===== config.mk =====
export PLATFORM = sky130hd
export DESIGN_NAME = router_pkt_tx
export DESIGN_NICKNAME = d
export VERILOG_FILES = /design/src/rtl/router_pkt_tx.sv
export SDC_FILE = /design/constraint.sdc
export NUM_CORES = 1
export LEC_CHECK = 0
export BUFFER_PORTS_ARGS = -buffer_cell sky130_fd_sc_hd__buf_2
export CAP_MARGIN = 10
export CELL_PAD_IN_SITES_DETAIL_PLACEMENT = 0
export CELL_PAD_IN_SITES_GLOBAL_PLACEMENT = 1
export CORE_ASPECT_RATIO = 1.25
export CORE_MARGIN = 3
export CORE_UTILIZATION = 30
export CTS_BUF_LIST = sky130_fd_sc_hd__clkbuf_4 sky130_fd_sc_hd__clkbuf_8 sky130_fd_sc_hd__clkbuf_16
export DETAILED_ROUTE_END_ITERATION = 7
export PLACE_DENSITY = 0.63
export SLEW_MARGIN = 25
export SYNTH_ARGS = -nofsm -noshare
export SYNTH_HDL_FRONTEND = slang
export SYNTH_SLANG_ARGS = --single-unit

===== constraint.sdc =====
create_clock -name clk -period 5.3 [get_ports clk]
set_clock_uncertainty 0.1 [all_clocks]
set_input_delay 0.265 -clock clk [delete_from_list [all_inputs] [get_ports clk]]
set_output_delay 0.265 -clock clk [all_outputs]
set_load 0.05 [all_outputs]

===== src/rtl/router_pkt_tx.sv =====
// Generic synchronous FIFO; exposes the head entry and the entry behind it.
// Latency: a push is readable the next cycle; a pop advances the head the next cycle.
// Backpressure: pushes when full and pops when empty are dropped; the caller gates them.
module fifo #(
    parameter int WIDTH = 8,
    parameter int DEPTH = 4
) (
    input  logic                       clk,
    input  logic                       rst,
    input  logic                       wr_vld,
    input  logic [WIDTH-1:0]           wr_dat,
    input  logic                       rd_rdy,
    output logic [WIDTH-1:0]           rd_dat,
    output logic [WIDTH-1:0]           rd_nxt_dat,
    output logic [$clog2(DEPTH+1)-1:0] count
);
    localparam int AW = (DEPTH > 1) ? $clog2(DEPTH) : 1;
    localparam int CW = $clog2(DEPTH + 1);

    logic [WIDTH-1:0] mem [DEPTH];
    logic [AW-1:0]    wr_ptr;
    logic [AW-1:0]    rd_ptr;
    logic             push;
    logic             pop;

    function automatic logic [AW-1:0] ptr_inc(input logic [AW-1:0] p);
        return (p == AW'(DEPTH - 1)) ? '0 : p + AW'(1);
    endfunction

    assign push       = wr_vld && (count != CW'(DEPTH));
    assign pop        = rd_rdy && (count != '0);
    assign rd_dat     = mem[rd_ptr];
    assign rd_nxt_dat = mem[ptr_inc(rd_ptr)];

    always_ff @(posedge clk) begin
        if (push) begin
            mem[wr_ptr] <= wr_dat;
        end
    end

    always_ff @(posedge clk) begin
        if (rst) begin
            wr_ptr <= '0;
            rd_ptr <= '0;
            count  <= '0;
        end else begin
            if (push) wr_ptr <= ptr_inc(wr_ptr);
            if (pop)  rd_ptr <= ptr_inc(rd_ptr);
            if (push && !pop)      count <= count + CW'(1);
            else if (pop && !push) count <= count - CW'(1);
        end
    end
endmodule

// Packet transmitter: buffers up to 7 payload beats, sends header, length, payload, parity.
// Latency: header one cycle after an accepted start; one beat per unstalled cycle thereafter.
// Backpressure: busy freezes the presented beat and the FSM; writes/start only accepted when ready.
module router_pkt_tx (
    input  logic       clk,
    input  logic       rst,
    input  logic       wr_en,
    input  logic [2:0] wr_data,
    input  logic       start,
    input  logic [1:0] dest,
    input  logic       busy,
    output logic [2:0] data_out,
    output logic       packet_valid,
    output logic       ready,
    output logic [2:0] buf_count,
    output logic       tx_done,
    output logic       cfg_err,
    output logic       wr_ovf
);
    localparam logic [2:0] S_IDLE = 3'd0;
    localparam logic [2:0] S_HDR  = 3'd1;
    localparam logic [2:0] S_LEN  = 3'd2;
    localparam logic [2:0] S_PAY  = 3'd3;
    localparam logic [2:0] S_PAR  = 3'd4;
    localparam logic [2:0] S_DONE = 3'd5;
    localparam logic [2:0] BUF_FULL = 3'd7;

    logic [2:0] state;
    logic [2:0] len_q;
    logic [2:0] parity_q;
    logic [2:0] head_dat;
    logic [2:0] nxt_dat;
    logic       push_vld;
    logic       pop_rdy;
    logic       start_ok;
    logic       start_bad;
    logic       wr_drop;

    // start takes precedence over a write in the same IDLE cycle, even when rejected
    assign ready     = (state == S_IDLE);
    assign push_vld  = ready && wr_en && !start && (buf_count != BUF_FULL);
    assign wr_drop   = ready && wr_en && !start && (buf_count == BUF_FULL);
    assign start_ok  = ready && start && (dest != 2'd3) && (buf_count != 3'd0);
    assign start_bad = ready && start && !start_ok;
    assign pop_rdy   = (state == S_PAY) && !busy;

    fifo #(.WIDTH(3), .DEPTH(7)) u_pay_fifo (
        .clk        (clk),
        .rst        (rst),
        .wr_vld     (push_vld),
        .wr_dat     (wr_data),
        .rd_rdy     (pop_rdy),
        .rd_dat     (head_dat),
        .rd_nxt_dat (nxt_dat),
        .count      (buf_count)
    );

    always_ff @(posedge clk) begin
        if (rst) begin
            state        <= S_IDLE;
            data_out     <= 3'd0;
            packet_valid <= 1'b0;
            len_q        <= 3'd0;
            parity_q     <= 3'd0;
            tx_done      <= 1'b0;
            cfg_err      <= 1'b0;
            wr_ovf       <= 1'b0;
        end else begin
            tx_done <= 1'b0;
            cfg_err <= start_bad;
            wr_ovf  <= wr_drop;
            case (state)
                S_IDLE: begin
                    if (start_ok) begin
                        state        <= S_HDR;
                        data_out     <= {1'b0, dest};
                        packet_valid <= 1'b1;
                        len_q        <= buf_count;
                        parity_q     <= 3'd0;
                    end
                end
                S_HDR: begin
                    if (!busy) begin
                        state    <= S_LEN;
                        data_out <= len_q;
                        parity_q <= parity_q ^ data_out;
                    end
                end
                S_LEN: begin
                    if (!busy) begin
                        state    <= S_PAY;
                        data_out <= head_dat;
                        parity_q <= parity_q ^ data_out;
                    end
                end
                S_PAY: begin
                    // the head is popped as it is consumed; prefetch the entry behind it
                    if (!busy) begin
                        parity_q <= parity_q ^ data_out;
                        if (buf_count == 3'd1) begin
                            state        <= S_PAR;
                            data_out     <= parity_q ^ data_out;
                            packet_valid <= 1'b0;
                        end else begin
                            data_out <= nxt_dat;
                        end
                    end
                end
                S_PAR: begin
                    if (!busy) begin
                        state    <= S_DONE;
                        data_out <= 3'd0;
                        tx_done  <= 1'b1;
                    end
                end
                S_DONE: begin
                    state <= S_IDLE;
                end
                default: begin
                    state        <= S_IDLE;
                    data_out     <= 3'd0;
                    packet_valid <= 1'b0;
                end
            endcase
        end
    end
endmodule


Word-level counts from Yosys, hierarchy flattened. Memory sizes are Yosys's and may differ from the RTL's. A register that Yosys moved wholly into a read port is not among the register bits. Index checks and enable logic that the tools add are counted.

Equal/unequal tests: 18. Mux-type cells: 30. Reduce and logical (&&, ||, !) cells: 30. Bitwise operators: 4. Add/subtract/negate cells: 4.

Operator list (count): two-way mux 3 bit (20); one-hot mux 3 bit (6 select lines) (1); equality test 3 bit, second input constant (5); one-hot mux 3 bit (5 select lines) (1); logical AND 1 bit (13); inequality test 2 bit, second input constant (6); AND reduction 6 bit (2); adder 3 x 1 -> 3 bit, second input constant (3); equality test 3 x 1 -> 1 bit, second input constant (2); equality test 3 x 2 -> 1 bit, second input constant (2); two-way mux 1 bit (6); one-hot mux 3 bit (2 select lines) (1); zero test 1 bit (5); inequality test 2 x 1 -> 1 bit, second input constant (2); AND reduction 4 bit (1); nonzero test 2 bit (2); OR reduction 4 bit (1); zero test 3 bit (1); inequality test 3 bit, second input constant (1); NOT 1 bit (3); one-hot mux 1 bit (3 select lines) (1); AND reduction 3 bit (1); nonzero test 3 bit (1); OR reduction 3 bit (1); 4 further kinds (4).

Memory bits (writable): 21. Memories: 1. Bits of input ports: 10. Register bits: 25. Logic and storage cells: 98. Output and inout port bits: 11.

Memories: u_pay_fifo.mem (words 7, bits a word 3, read ports 2, clocked after memory_dff 1, write ports 1, RTL line 20) `logic [WIDTH-1:0] mem [DEPTH];`.

Logic depth before layout (Yosys ltp). Gate-level depths: netlist (run 1).

Depth in word-level cells: 9. Mapped depth: 10. Depth with buffers taken out: 10.

Modules after synthesis. From an unflattened synthesis (run 1), not the netlist that was laid out.

Cells, all modules: 245. Area, all modules: 2471.1 sq um.

Modules (own cells, without submodules): fifo (instances 1, cells each 135, area an instance 1575.3 sq um); router_pkt_tx (instances 1, cells each 110, area an instance 895.9 sq um).

Least setup slack after synthesis (run 1). No wires, ideal clock.

Path kind: register to register. Start point: reg u_pay_fifo.count[0]. End point: reg u_pay_fifo.count[2]. Stages on the path, launching flop included: 9. Arrival time: 2.221 ns. Library setup time: 0.127 ns. Path buffers: 0. Setup slack: 2.853 ns. Required time: 5.073 ns. Cells stage by stage: dfxtp_1 -> inv_1 -> ha_1 -> ha_1 -> nor3_1 -> inv_1 -> ha_1 -> a211oi_1 -> a211oi_1.

Longest elaborated chain between the ends: 6. Elaborated cells on any way between the ends: 14. Those cells by class: 2 x add/sub; 1 x eq/ne; 2 x mux; 9 x reduce/logical.

Ends and longest elaborated chain: start, declared (RTL line 15) `output logic [$clog2(DEPTH+1)-1:0] count`; start signal, assigned (RTL line 49) `if (push && !pop) count <= count + CW'(1);`; start signal, assigned (RTL line 50) `else if (pop && !push) count <= count - CW'(1);`; branches (longest 6 deep; another with subtractor 3 x 1 -> 3 bit).

Several ways; the timed one is not identified. The select of a mux whose other input is x is not followed. A chain may end at the register's enable or synchronous reset.

Worst setup path in the final report (run 1). Same ends and word-level chain as after synthesis.

==> results of run 1 <==
[placed cells by master (no fill, tap or decap), types with 5 or more instances in the layout]
master / instances
a21oi_1: 17
a221oi_1: 5
buf_2: 20
clkbuf_8: 5
dfxtp_1: 28
edfxtp_1: 21
ha_1: 6
inv_1: 8
mux2i_1: 5
nand2_1: 13
nand2b_1: 9
nand3b_1: 6
nor2_1: 27
nor2b_1: 5
nor3_1: 10
o21ai_0: 15
[registers in the layout (all words and copies together), names as in the netlist, named ones only]
name	count
parity_q	3
data_out	3
wr_ovf	1
u_pay_fifo.rd_ptr	3
u_pay_fifo.wr_ptr	3
tx_done	1
len_q	3
packet_valid	1
u_pay_fifo.count	3
u_pay_fifo.mem	21
cfg_err	1
state	3
[cells by family (layout without fill, tap and decap cells)]
group,after synthesis,count (layout),synth area share
AND/OR/NAND/NOR,85,85,0.191
flip-flops,49,49,0.494
multiplexers,12,12,0.0674
XOR/XNOR,5,5,0.0181
AO/OA/AOI/OAI,60,60,0.162
adder cells (fa/ha/maj),6,6,0.0311
buffers and inverters,21,36,0.0363
[area by class of cell]
cell class              count  area [µm²]
clock buffers               5        68.8
clock inverters             3        68.8
fillers                   757        4870
inverters                   8        30.0
multi-input cells         168        1130
flip-flops and latches     49        1190
well taps                  92         115
repair buffers             20         100
[worst reg2reg max path: cells and delay by family (launching register included)]
family	cells	cell delay [ps]
adders and majority gates	3	800
DFF	1	430
and+or+nand+nor	1	380
buffers and inverters	2	250
AOI/OAI and AO/OA	2	250
[metrics by stage]
stage	instance area, µm²	setup WS, ps	power [W]	cells	util
final	2710	2970	0.000845	345	0.358
after global placement	2570	2990	0.000537	337	0.339
after global routing	2710	2680	0.000889	345	0.358
after CTS	2710	2930	0.000859	345	0.358
after detailed placement	2570	2940	0.000536	337	0.339
after floorplan	2410	2850	0.000507	238	-
[per-layer routing]
layer / vias up / global-route usage / wire length (µm)
met4: 0 / 0.0412 / 48
met1: 828 / 0.151 / 2350
met2: 30 / 0.197 / 2530
met5: - / 0 / 0
met3: 5 / 0.0287 / 206
li1: 905 / - / -
[worst paths after layout]
check,from,end,slack [ps],depth (start not counted)
worst min register to register,packet_valid,packet_valid,370,2
worst max register to register,u_pay_fifo.count[0],u_pay_fifo.count[2],2970,8
worst min-delay path,wr_data[0],u_pay_fifo.mem[2][0],130,1
worst max-delay path,u_pay_fifo.count[0],u_pay_fifo.count[2],2970,8
[where the power goes]
part / internal, W / switching (W)
registers: 0.000404 / 0.0000130
logic: 0.0000365 / 0.0000727
clock network: 0.000190 / 0.000129
==> impl_metrics.xml, run 1 <==
<?xml version="1.0" encoding="UTF-8"?>
<metrics>
  <group name="sta">
    <metric name="layout_min_cycle_time" unit="ps">2330</metric>
    <metric name="timing.final.setup_violations" unit="">0</metric>
    <metric name="finalHoldViolations" unit="">0</metric>
    <metric name="tightest_slew" unit="ps">659</metric>
    <metric name="setup_total_negative_slack" unit="ps">0</metric>
    <metric name="final_max_slew_viol_count" unit="">0</metric>
    <metric name="min_period_over_period" unit="">0.440</metric>
    <metric name="setup_repair_after_global_routing_missed_its_margin" unit="">no</metric>
    <metric name="fin_hold_ws" unit="ps">125</metric>
    <metric name="max_slew_margin" unit="">0.560</metric>
    <metric name="fmaxAchievable" unit="GHz">0.429</metric>
  </group>
  <group name="setup_path">
    <metric name="critical_path.endpoint_type" unit="">flip-flop</metric>
    <metric name="cp_cell_sequence" unit="">inv_1 -&gt; ha_1 -&gt; ha_1 -&gt; nor3_1 -&gt; inv_1 -&gt; ha_1 -&gt; a211oi_1 -&gt; a211oi_1</metric>
    <metric name="worstPathMaxFanout" unit="">5</metric>
    <metric name="required_time_at_the_worst_slack_endpoint" unit="ps">5370</metric>
    <metric name="path_class" unit="">reg2reg</metric>
    <metric name="worst_setup_path_start_kind" unit="">flip-flop</metric>
    <metric name="critical-path-top-cell-by-count" unit="">ha_1</metric>
    <metric name="critPathMaxStageDelay" unit="ps">430</metric>
    <metric name="arrival_time_of_data_at_the_critical_path_endpoint" unit="ps">2410</metric>
    <metric name="cpLargestDelayFamily" unit="">adder cells</metric>
    <metric name="cp.buffers_inverters" unit="">2</metric>
    <metric name="critical-path-slowest-cell" unit="">dfxtp_1</metric>
  </group>
  <group name="cts">
    <metric name="post-cts-setup-buffers" unit="">0</metric>
    <metric name="insertion_delay" unit="ps">300</metric>
    <metric name="cts_buffers" unit="">5</metric>
    <metric name="clock_tree.root_cell" unit="">clkbuf_8</metric>
    <metric name="cts.reportedPaths.clkPinSlew" unit="ps">100</metric>
    <metric name="clock_tree_from_tritoncts" unit="">built</metric>
    <metric name="cts_htree_levels" unit="">2</metric>
    <metric name="post_cts_hold_buffer_count" unit="">0</metric>
    <metric name="tritoncts_num_sinks" unit="">49</metric>
    <metric name="clock_path_buffers" unit="">2</metric>
    <metric name="post_cts_resize_count" unit="">0</metric>
  </group>
  <group name="drt">
    <metric name="wire_per_inst" unit="µm">14.9</metric>
    <metric name="post_dr_vias_cell" unit="">5.12</metric>
    <metric name="antenna_violating_nets_post_route" unit="">0</metric>
    <metric name="wire_length_reported_by_the_detailed_router" unit="µm">5140</metric>
    <metric name="first_iter_violations" unit="">66</metric>
    <metric name="drt_pre_antenna_iters" unit="">4</metric>
    <metric name="vias" unit="">1768</metric>
    <metric name="detail_route.drc_violations" unit="">0</metric>
  </group>
  <group name="flow_run">
    <metric name="timing.max_cap.violations" unit="">0</metric>
  </group>
  <group name="floorplanning">
    <metric name="io-pin-count" unit="">21</metric>
    <metric name="coreArea" unit="mm²">0.00758</metric>
    <metric name="fp.dieW" unit="µm">86.2</metric>
    <metric name="placementRows" unit="">35</metric>
    <metric name="die-height" unit="µm">106</metric>
    <metric name="design.die.area" unit="mm²">0.00916</metric>
    <metric name="initial_core_util" unit="">0.319</metric>
  </group>
  <group name="synth">
    <metric name="mappedNetlistNets" unit="">254</metric>
    <metric name="synth_ff_type" unit="">dfxtp_1</metric>
    <metric name="yosysMostFrequentCell" unit="">dfxtp_1</metric>
    <metric name="synth_area_per_cell" unit="µm²">10.1</metric>
    <metric name="ys_seq_elements" unit="">49</metric>
    <metric name="synth_cells" unit="">238</metric>
    <metric name="syn-cell-area" unit="mm²">0.00241</metric>
    <metric name="yosys.area.top_type_share" unit="">0.261</metric>
    <metric name="synthArstFlopShare" unit="">0</metric>
    <metric name="synth_enable_flop_cells" unit="">21</metric>
    <metric name="synthTopCellsByArea" unit="">edfxtp_1 26%, dfxtp_1 23%, nor2_1 4.2%</metric>
    <metric name="synth_sequential_area_ratio" unit="">0.494</metric>
    <metric name="synth_top_area_cell" unit="">edfxtp_1</metric>
    <metric name="netlist_top_cells_count" unit="">28 x dfxtp_1, 27 x nor2_1, 21 x edfxtp_1, 17 x a21oi_1, 15 x o21ai_0</metric>
    <metric name="yosys_warnings" unit="">0</metric>
    <metric name="post_synth_num_cell_types" unit="">46</metric>
  </group>
  <group name="status">
    <metric name="status" unit="">finished, final reports clean</metric>
  </group>
  <group name="global_route">
    <metric name="grt_pass1_vias" unit="">1796</metric>
    <metric name="grt_antenna_before_repair" unit="">0</metric>
    <metric name="track_usage" unit="">0.119</metric>
    <metric name="grt_pass1_wl" unit="µm">8740</metric>
    <metric name="grt_start_max_net_pins" unit="">26</metric>
    <metric name="globalRouteOverflowTotal" unit="">0</metric>
  </group>
  <group name="placement">
    <metric name="detailedPlacementHpwl" unit="µm">3860</metric>
    <metric name="place.gp.congestion" unit="">0.716</metric>
    <metric name="port-buffer-count" unit="">20</metric>
  </group>
  <group name="min_path">
    <metric name="hold_path_class" unit="">in2reg</metric>
  </group>
  <group name="finish">
    <metric name="final_antenna_diode_count" unit="">0</metric>
    <metric name="drive_above_1_share" unit="">0.154</metric>
    <metric name="nets" unit="">268</metric>
    <metric name="layout-area-overhead-vs-synth" unit="%">12.2</metric>
  </group>
  <group name="power_and_ir_drop">
    <metric name="power.static_leakage" unit="nW">0.908</metric>
    <metric name="vdd.ir_drop.worst" unit="V">0.000124</metric>
    <metric name="power_density" unit="mW/mm²">312</metric>
  </group>
</metrics>
(Power assumes the default switching activity.)
==> run 2: changes to the inputs <==
clock period = 2.25 ns   (was 5.3 ns; I/O delays follow)
==> run 2 against run 1 <==
  * Cell area is 3.6% higher
  * Die area stayed put
  * Hold slack worse by 120 ps
  * Critical endpoint unchanged
  * Largest cell class unchanged
==> impl_metrics.xml, run 2 (synthesis gave the netlist of run 1 again) <==
<?xml version="1.0" encoding="UTF-8"?>
<metrics>
  <group name="finish">
    <metric name="layout-area-overhead-vs-synth" unit="%">16.2</metric>
    <metric name="final_antenna_diode_count" unit="">0</metric>
    <metric name="fillCellCount" unit="">778</metric>
    <metric name="layout.cells.most_common_list" unit="">27 x nor2_1, 25 x dfxtp_1, 21 x edfxtp_1</metric>
    <metric name="drive_above_1_share" unit="">0.195</metric>
    <metric name="postLayoutCellArea" unit="mm²">0.00281</metric>
    <metric name="max_ffs_per_register" unit="">21</metric>
    <metric name="nets" unit="">282</metric>
    <metric name="final_common_cell" unit="">nor2_1</metric>
    <metric name="largest_register_by_flop_count" unit="">u_pay_fifo.mem</metric>
  </group>
  <group name="power_and_ir_drop">
    <metric name="power.static_leakage" unit="nW">0.964</metric>
    <metric name="pwr-share-clk" unit="">0.338</metric>
    <metric name="vdd.ir_drop.worst" unit="V">0.000307</metric>
    <metric name="seq_power_share" unit="">0.510</metric>
    <metric name="power.net_switching" unit="W">0.000519</metric>
    <metric name="comb_power_share" unit="">0.152</metric>
    <metric name="net_switching_fraction_of_the_power" unit="">0.272</metric>
    <metric name="internal-power" unit="W">0.00139</metric>
    <metric name="power_density" unit="mW/mm²">681</metric>
  </group>
  <group name="cts">
    <metric name="insertion_delay" unit="ps">310</metric>
    <metric name="cts.reportedPaths.clkPinSlew" unit="ps">90</metric>
    <metric name="clock_path_buffers" unit="">2</metric>
    <metric name="cts_htree_levels" unit="">2</metric>
    <metric name="cts_buffers" unit="">5</metric>
    <metric name="clock_tree_from_tritoncts" unit="">built</metric>
    <metric name="tritoncts_num_sinks" unit="">49</metric>
    <metric name="clock_tree.root_cell" unit="">clkbuf_8</metric>
    <metric name="post-cts-setup-buffers" unit="">0</metric>
  </group>
  <group name="floorplanning">
    <metric name="coreArea" unit="mm²">0.00758</metric>
    <metric name="initial_core_util" unit="">0.319</metric>
    <metric name="design.die.area" unit="mm²">0.00916</metric>
    <metric name="io-pin-count" unit="">21</metric>
    <metric name="placementRows" unit="">35</metric>
    <metric name="die-height" unit="µm">106</metric>
    <metric name="fp.dieW" unit="µm">86.2</metric>
  </group>
  <group name="setup_path">
    <metric name="r2r_cells" unit="">8</metric>
    <metric name="critical-path-top-cell-by-count" unit="">ha_1</metric>
    <metric name="worst-r2r-setup-slack" unit="ps">140</metric>
    <metric name="r2r_startpoint" unit="">u_pay_fifo.count[0]</metric>
    <metric name="worstPathMaxFanout" unit="">5</metric>
    <metric name="path_class" unit="">reg2reg</metric>
    <metric name="arrival_time_of_data_at_the_critical_path_endpoint" unit="ps">2190</metric>
    <metric name="critPathMaxStageDelay" unit="ps">380</metric>
    <metric name="cp_cell_sequence" unit="">inv_1 -&gt; ha_1 -&gt; ha_1 -&gt; nor3_1 -&gt; inv_1 -&gt; ha_1 -&gt; a211oi_1 -&gt; a211oi_1</metric>
    <metric name="critical-path-slowest-cell" unit="">dfxtp_2</metric>
    <metric name="critical_path_source" unit="">u_pay_fifo.count[0]</metric>
    <metric name="rr_endpoint" unit="">u_pay_fifo.count[2]</metric>
    <metric name="cp.buffers_inverters" unit="">2</metric>
    <metric name="cpLargestDelayFamily" unit="">adder cells</metric>
    <metric name="worst_setup_path_start_kind" unit="">flip-flop</metric>
    <metric name="required_time_at_the_worst_slack_endpoint" unit="ps">2330</metric>
    <metric name="critical_path.endpoint_type" unit="">flip-flop</metric>
  </group>
  <group name="sta">
    <metric name="fmaxAchievable" unit="GHz">0.474</metric>
    <metric name="tightest_slew" unit="ps">607</metric>
    <metric name="timing.final.ws_setup" unit="ps">139</metric>
    <metric name="final_max_slew_viol_count" unit="">0</metric>
    <metric name="layout_min_cycle_time" unit="ps">2110</metric>
    <metric name="setup_total_negative_slack" unit="ps">0</metric>
    <metric name="min_period_over_period" unit="">0.938</metric>
    <metric name="finalHoldViolations" unit="">0</metric>
    <metric name="fin_hold_ws" unit="ps">9.31</metric>
    <metric name="max_slew_margin" unit="">0.590</metric>
    <metric name="setup_repair_after_global_routing_missed_its_margin" unit="">no</metric>
    <metric name="timing.final.setup_violations" unit="">0</metric>
  </group>
  <group name="placement">
    <metric name="port-buffer-count" unit="">20</metric>
    <metric name="place.gp.congestion" unit="">0.769</metric>
    <metric name="place_ws" unit="ps">152</metric>
    <metric name="post_dp_cell_area" unit="mm²">0.00265</metric>
    <metric name="detailedPlacementHpwl" unit="µm">4080</metric>
  </group>
  <group name="drt">
    <metric name="post_dr_vias_cell" unit="">5.14</metric>
    <metric name="wire_per_inst" unit="µm">15.2</metric>
    <metric name="detail_route.drc_violations" unit="">0</metric>
    <metric name="drt_pre_antenna_iters" unit="">4</metric>
    <metric name="first_iter_violations" unit="">77</metric>
    <metric name="wire_length_reported_by_the_detailed_router" unit="µm">5460</metric>
    <metric name="vias" unit="">1844</metric>
    <metric name="antenna_violating_nets_post_route" unit="">0</metric>
  </group>
  <group name="min_path">
    <metric name="worstHoldPathCells" unit="">2</metric>
    <metric name="worst_hold_path.endpoint" unit="">cfg_err</metric>
    <metric name="hold_path_class" unit="">in2reg</metric>
    <metric name="hold_start" unit="">start</metric>
  </group>
  <group name="global_route">
    <metric name="globalRouteOverflowTotal" unit="">0</metric>
    <metric name="grt_pass1_wl" unit="µm">9060</metric>
    <metric name="grt_antenna_before_repair" unit="">0</metric>
    <metric name="grt_pass1_vias" unit="">1796</metric>
    <metric name="grt_start_max_net_pins" unit="">26</metric>
    <metric name="track_usage" unit="">0.125</metric>
  </group>
  <group name="status">
    <metric name="status" unit="">finished, final reports clean</metric>
  </group>
  <group name="flow_run">
    <metric name="timing.max_cap.violations" unit="">0</metric>
  </group>
</metrics>
-- run 2: power groups by stage --
stage	logic [W]	clock network, W	registers, W
after floorplan	0.000160	0	0.00104
after global placement	0.000291	0	0.000993
after detailed placement	0.000289	0	0.000994
after CTS	0.000295	0.000659	0.000973
after global routing	0.000320	0.000700	0.000977
final	0.000291	0.000645	0.000974
-- run 2: worst reg2reg max path, delay by kind of cell (launching register included) --
family / cells / cell delay (ps)
adder cells (fa/ha/maj): 3 / 760
flip-flops: 1 / 380
AO/OA/AOI/OAI: 2 / 270
AND/OR/NAND/NOR: 1 / 260
buffers and inverters: 2 / 210
-- run 2: how the worst max path moves through the flow --
stage	slack [ps]	cells after the start	endpoint
4_1_cts	120	8	u_pay_fifo.count[2]
6_report	140	8	u_pay_fifo.count[2]
5_1_grt	3	8	u_pay_fifo.count[2]
2_1_floorplan	10	8	u_pay_fifo.count[2]
3_3_place_gp	170	8	u_pay_fifo.count[2]
3_5_place_dp	150	8	u_pay_fifo.count[2]
-- run 2: area by class of cell --
class / count / area, µm² / area share
repair buffers: 34 / 215 / 0.0767
flip-flops and latches: 49 / 1190 / 0.426
inverters: 8 / 30.0 / 0.0107
well taps: 92 / 115 / 0.0410
multi-input cells: 168 / 1130 / 0.405
clock inverters: 3 / 46.3 / 0.0165
clock buffers: 5 / 68.8 / 0.0245
-- run 2: through the flow --
stage | utilization | total power (W) | instances
floorplan | - | 0.00120 | 238
global placement | 0.350 | 0.00128 | 347
CTS | 0.370 | 0.00193 | 359
detailed placement | 0.350 | 0.00128 | 347
finish | 0.370 | 0.00191 | 359
global route | 0.370 | 0.00200 | 359
-- run 2: per-layer routing --
metal / GRT usage / routed length [µm] / vias to the layer above
met1: 0.152 / 2490 / 869
met2: 0.218 / 2680 / 29
li1: - / - / 939
met5: 0 / 0 / -
met4: 0.0345 / 73 / 0
met3: 0.0302 / 216 / 7
-- run 2: what timing repair did --
action / CTS / global route
hold buffers: 4 / 0
hold endpoints to repair: 22 / 0
resized for setup: 0 / 0
==> run 3: changes to the inputs <==
CORE_MARGIN = 2   (was 3)
TNS_END_PERCENT = 20   (was unset)
==> run 3 against run 2 <==
  * Cell area hardly changed
  * Clock-buffer cell count stayed put
  * Core utilization is 1.1 points lower
  * Critical path depth is 1 lower
  * Combinational power is 1% higher
  * Register-to-register slack better by 50 ps
  * Sequential cell count stayed put
  * Non-clock buffer count is 1 higher
  * Hold slack better by 28 ps
  * Largest cell class unchanged
==> impl_metrics.xml, run 3 (synthesis gave the netlist of run 1 again) <==
<?xml version="1.0" encoding="UTF-8"?>
<metrics>
  <group name="cts">
    <metric name="cts_htree_levels" unit="">2</metric>
    <metric name="post-cts-setup-buffers" unit="">0</metric>
    <metric name="clock_path_buffers" unit="">2</metric>
    <metric name="cts.reportedPaths.clkPinSlew" unit="ps">100</metric>
    <metric name="insertion_delay" unit="ps">310</metric>
    <metric name="clock_tree.root_cell" unit="">clkbuf_8</metric>
    <metric name="clock_tree_from_tritoncts" unit="">built</metric>
    <metric name="cts_buffers" unit="">5</metric>
    <metric name="tritoncts_num_sinks" unit="">49</metric>
  </group>
  <group name="setup_path">
    <metric name="rr_endpoint" unit="">data_out[2]</metric>
    <metric name="path_class" unit="">reg2reg</metric>
    <metric name="worst_setup_path_start_kind" unit="">flip-flop</metric>
    <metric name="worstPathMaxFanout" unit="">6</metric>
    <metric name="arrival_time_of_data_at_the_critical_path_endpoint" unit="ps">2180</metric>
    <metric name="critical_path_source" unit="">u_pay_fifo.count[0]</metric>
    <metric name="r2r_startpoint" unit="">u_pay_fifo.count[0]</metric>
    <metric name="cp-endpoint" unit="">data_out[2]</metric>
    <metric name="worst-r2r-setup-slack" unit="ps">190</metric>
    <metric name="r2r_cells" unit="">7</metric>
    <metric name="critical_path.endpoint_type" unit="">flip-flop</metric>
    <metric name="required_time_at_the_worst_slack_endpoint" unit="ps">2370</metric>
  </group>
  <group name="global_route">
    <metric name="grt_start_max_net_pins" unit="">26</metric>
    <metric name="globalRouteOverflowTotal" unit="">0</metric>
    <metric name="grt_antenna_before_repair" unit="">0</metric>
    <metric name="track_usage" unit="">0.133</metric>
    <metric name="grt_pass1_wl" unit="µm">9280</metric>
    <metric name="grt_pass1_vias" unit="">1833</metric>
  </group>
  <group name="sta">
    <metric name="min_period_over_period" unit="">0.914</metric>
    <metric name="finalHoldViolations" unit="">0</metric>
    <metric name="tightest_slew" unit="ps">554</metric>
    <metric name="final_max_slew_viol_count" unit="">0</metric>
    <metric name="setup_total_negative_slack" unit="ps">0</metric>
    <metric name="fmaxAchievable" unit="GHz">0.486</metric>
    <metric name="timing.final.setup_violations" unit="">0</metric>
    <metric name="max_slew_margin" unit="">0.626</metric>
    <metric name="layout_min_cycle_time" unit="ps">2060</metric>
    <metric name="setup_repair_after_global_routing_missed_its_margin" unit="">no</metric>
  </group>
  <group name="drt">
    <metric name="drt_pre_antenna_iters" unit="">4</metric>
    <metric name="wire_per_inst" unit="µm">15.5</metric>
    <metric name="vias" unit="">1862</metric>
    <metric name="detail_route.drc_violations" unit="">0</metric>
    <metric name="antenna_violating_nets_post_route" unit="">0</metric>
    <metric name="first_iter_violations" unit="">52</metric>
    <metric name="wire_length_reported_by_the_detailed_router" unit="µm">5630</metric>
    <metric name="post_dr_vias_cell" unit="">5.13</metric>
  </group>
  <group name="power_and_ir_drop">
    <metric name="pwr-share-clk" unit="">0.305</metric>
    <metric name="net_switching_fraction_of_the_power" unit="">0.296</metric>
    <metric name="power_density" unit="mW/mm²">652</metric>
    <metric name="vdd.ir_drop.worst" unit="V">0.000244</metric>
    <metric name="comb_power_share" unit="">0.162</metric>
    <metric name="post-layout-total-power" unit="W">0.00183</metric>
    <metric name="internal-power" unit="W">0.00129</metric>
    <metric name="seq_power_share" unit="">0.533</metric>
    <metric name="power.net_switching" unit="W">0.000541</metric>
    <metric name="power.static_leakage" unit="nW">0.960</metric>
  </group>
  <group name="floorplanning">
    <metric name="design.die.area" unit="mm²">0.00878</metric>
    <metric name="io-pin-count" unit="">21</metric>
    <metric name="placementRows" unit="">36</metric>
    <metric name="coreArea" unit="mm²">0.00779</metric>
    <metric name="initial_core_util" unit="">0.310</metric>
    <metric name="die-height" unit="µm">104</metric>
    <metric name="fp.dieW" unit="µm">84.2</metric>
  </group>
  <group name="finish">
    <metric name="final_common_cell" unit="">nor2_1</metric>
    <metric name="layout.cells.most_common_list" unit="">27 x nor2_1, 25 x dfxtp_1, 21 x edfxtp_1</metric>
    <metric name="drive_above_1_share" unit="">0.198</metric>
    <metric name="final_antenna_diode_count" unit="">0</metric>
    <metric name="layout-area-overhead-vs-synth" unit="%">16.1</metric>
    <metric name="max_ffs_per_register" unit="">21</metric>
    <metric name="largest_register_by_flop_count" unit="">u_pay_fifo.mem</metric>
    <metric name="nets" unit="">283</metric>
  </group>
  <group name="flow_run">
    <metric name="timing.max_cap.violations" unit="">0</metric>
  </group>
  <group name="status">
    <metric name="status" unit="">finished, final reports clean</metric>
  </group>
  <group name="placement">
    <metric name="place.gp.congestion" unit="">0.781</metric>
    <metric name="port-buffer-count" unit="">20</metric>
    <metric name="detailedPlacementHpwl" unit="µm">4240</metric>
  </group>
  <group name="min_path">
    <metric name="hold_path_class" unit="">in2reg</metric>
  </group>
</metrics>
[run 3: changes by cell type in the layout (fill, tap and decap cells not counted), sizes merged]
cell / delta
clkinv: -1
dlygate4sd3: +1
inv: +2
bufinv: -1
[run 3: per-layer routing]
| metal | global-route usage | wire length, µm |
|---|---|---|
| met1 | 0.155 | 2390 |
| met2 | 0.239 | 2980 |
| met3 | 0.0262 | 171 |
| met4 | 0.0449 | 86 |
| met5 | 0 | 0 |
[run 3: cell type report]
class                      instances  area, µm²
multi-input combinational        168       1140
clock inverter                     3       25.0
clock buffer                       5       68.8
sequential                        49       1190
inverter                           8       30.0
tap                               95        119
fill                             812       4990
timing repair buffer              35        225
[run 3: how the worst min path moves through the flow]
stage                from              endpoint  depth (start not counted)  slack, ps
2_1_floorplan  wr_data[0]  u_pay_fifo.mem[0][0]                          0        110
3_3_place_gp   wr_data[2]  u_pay_fifo.mem[6][2]                          1        290
3_5_place_dp   wr_data[2]  u_pay_fifo.mem[4][2]                          1        300
4_1_cts             wr_en                wr_ovf                          3         20
5_1_grt             wr_en                wr_ovf                          3         30
6_report            wr_en                wr_ovf                          3         40
[run 3: stage by stage]
stage	instances	utilization	area (µm²)	setup WS [ps]	hold WS, ps
final	363	0.360	2800	194	37.0
after CTS	363	0.359	2800	139	25.0
after detailed placement	350	0.341	2650	156	295
after global placement	350	0.341	2650	230	295
after global routing	363	0.360	2800	1.02	32.8
after floorplan	238	-	2420	11.0	111
[run 3: power groups by stage]
stage	clock (W)	combinational, W	sequential [W]
floorplan	0	0.000160	0.00104
global placement	0	0.000290	0.000995
detailed placement	0	0.000290	0.000996
CTS	0.000578	0.000297	0.000976
global route	0.000619	0.000324	0.000980
finish	0.000558	0.000295	0.000975
[run 3: worst max-delay path, cell delays in order, from the launching register on]
cell	delay [ps]
dfxtp_2	380
inv_1	70
ha_1	200
ha_1	210
a21oi_1	270
nand3_1	170
a21o_1	260
a221oi_1	320
[run 3: timing repair]
action                                  CTS  global route
hold buffers                              5             0
endpoints found under the setup margin    0             2
resized for setup                         0             1
endpoints found under the hold margin    23             0
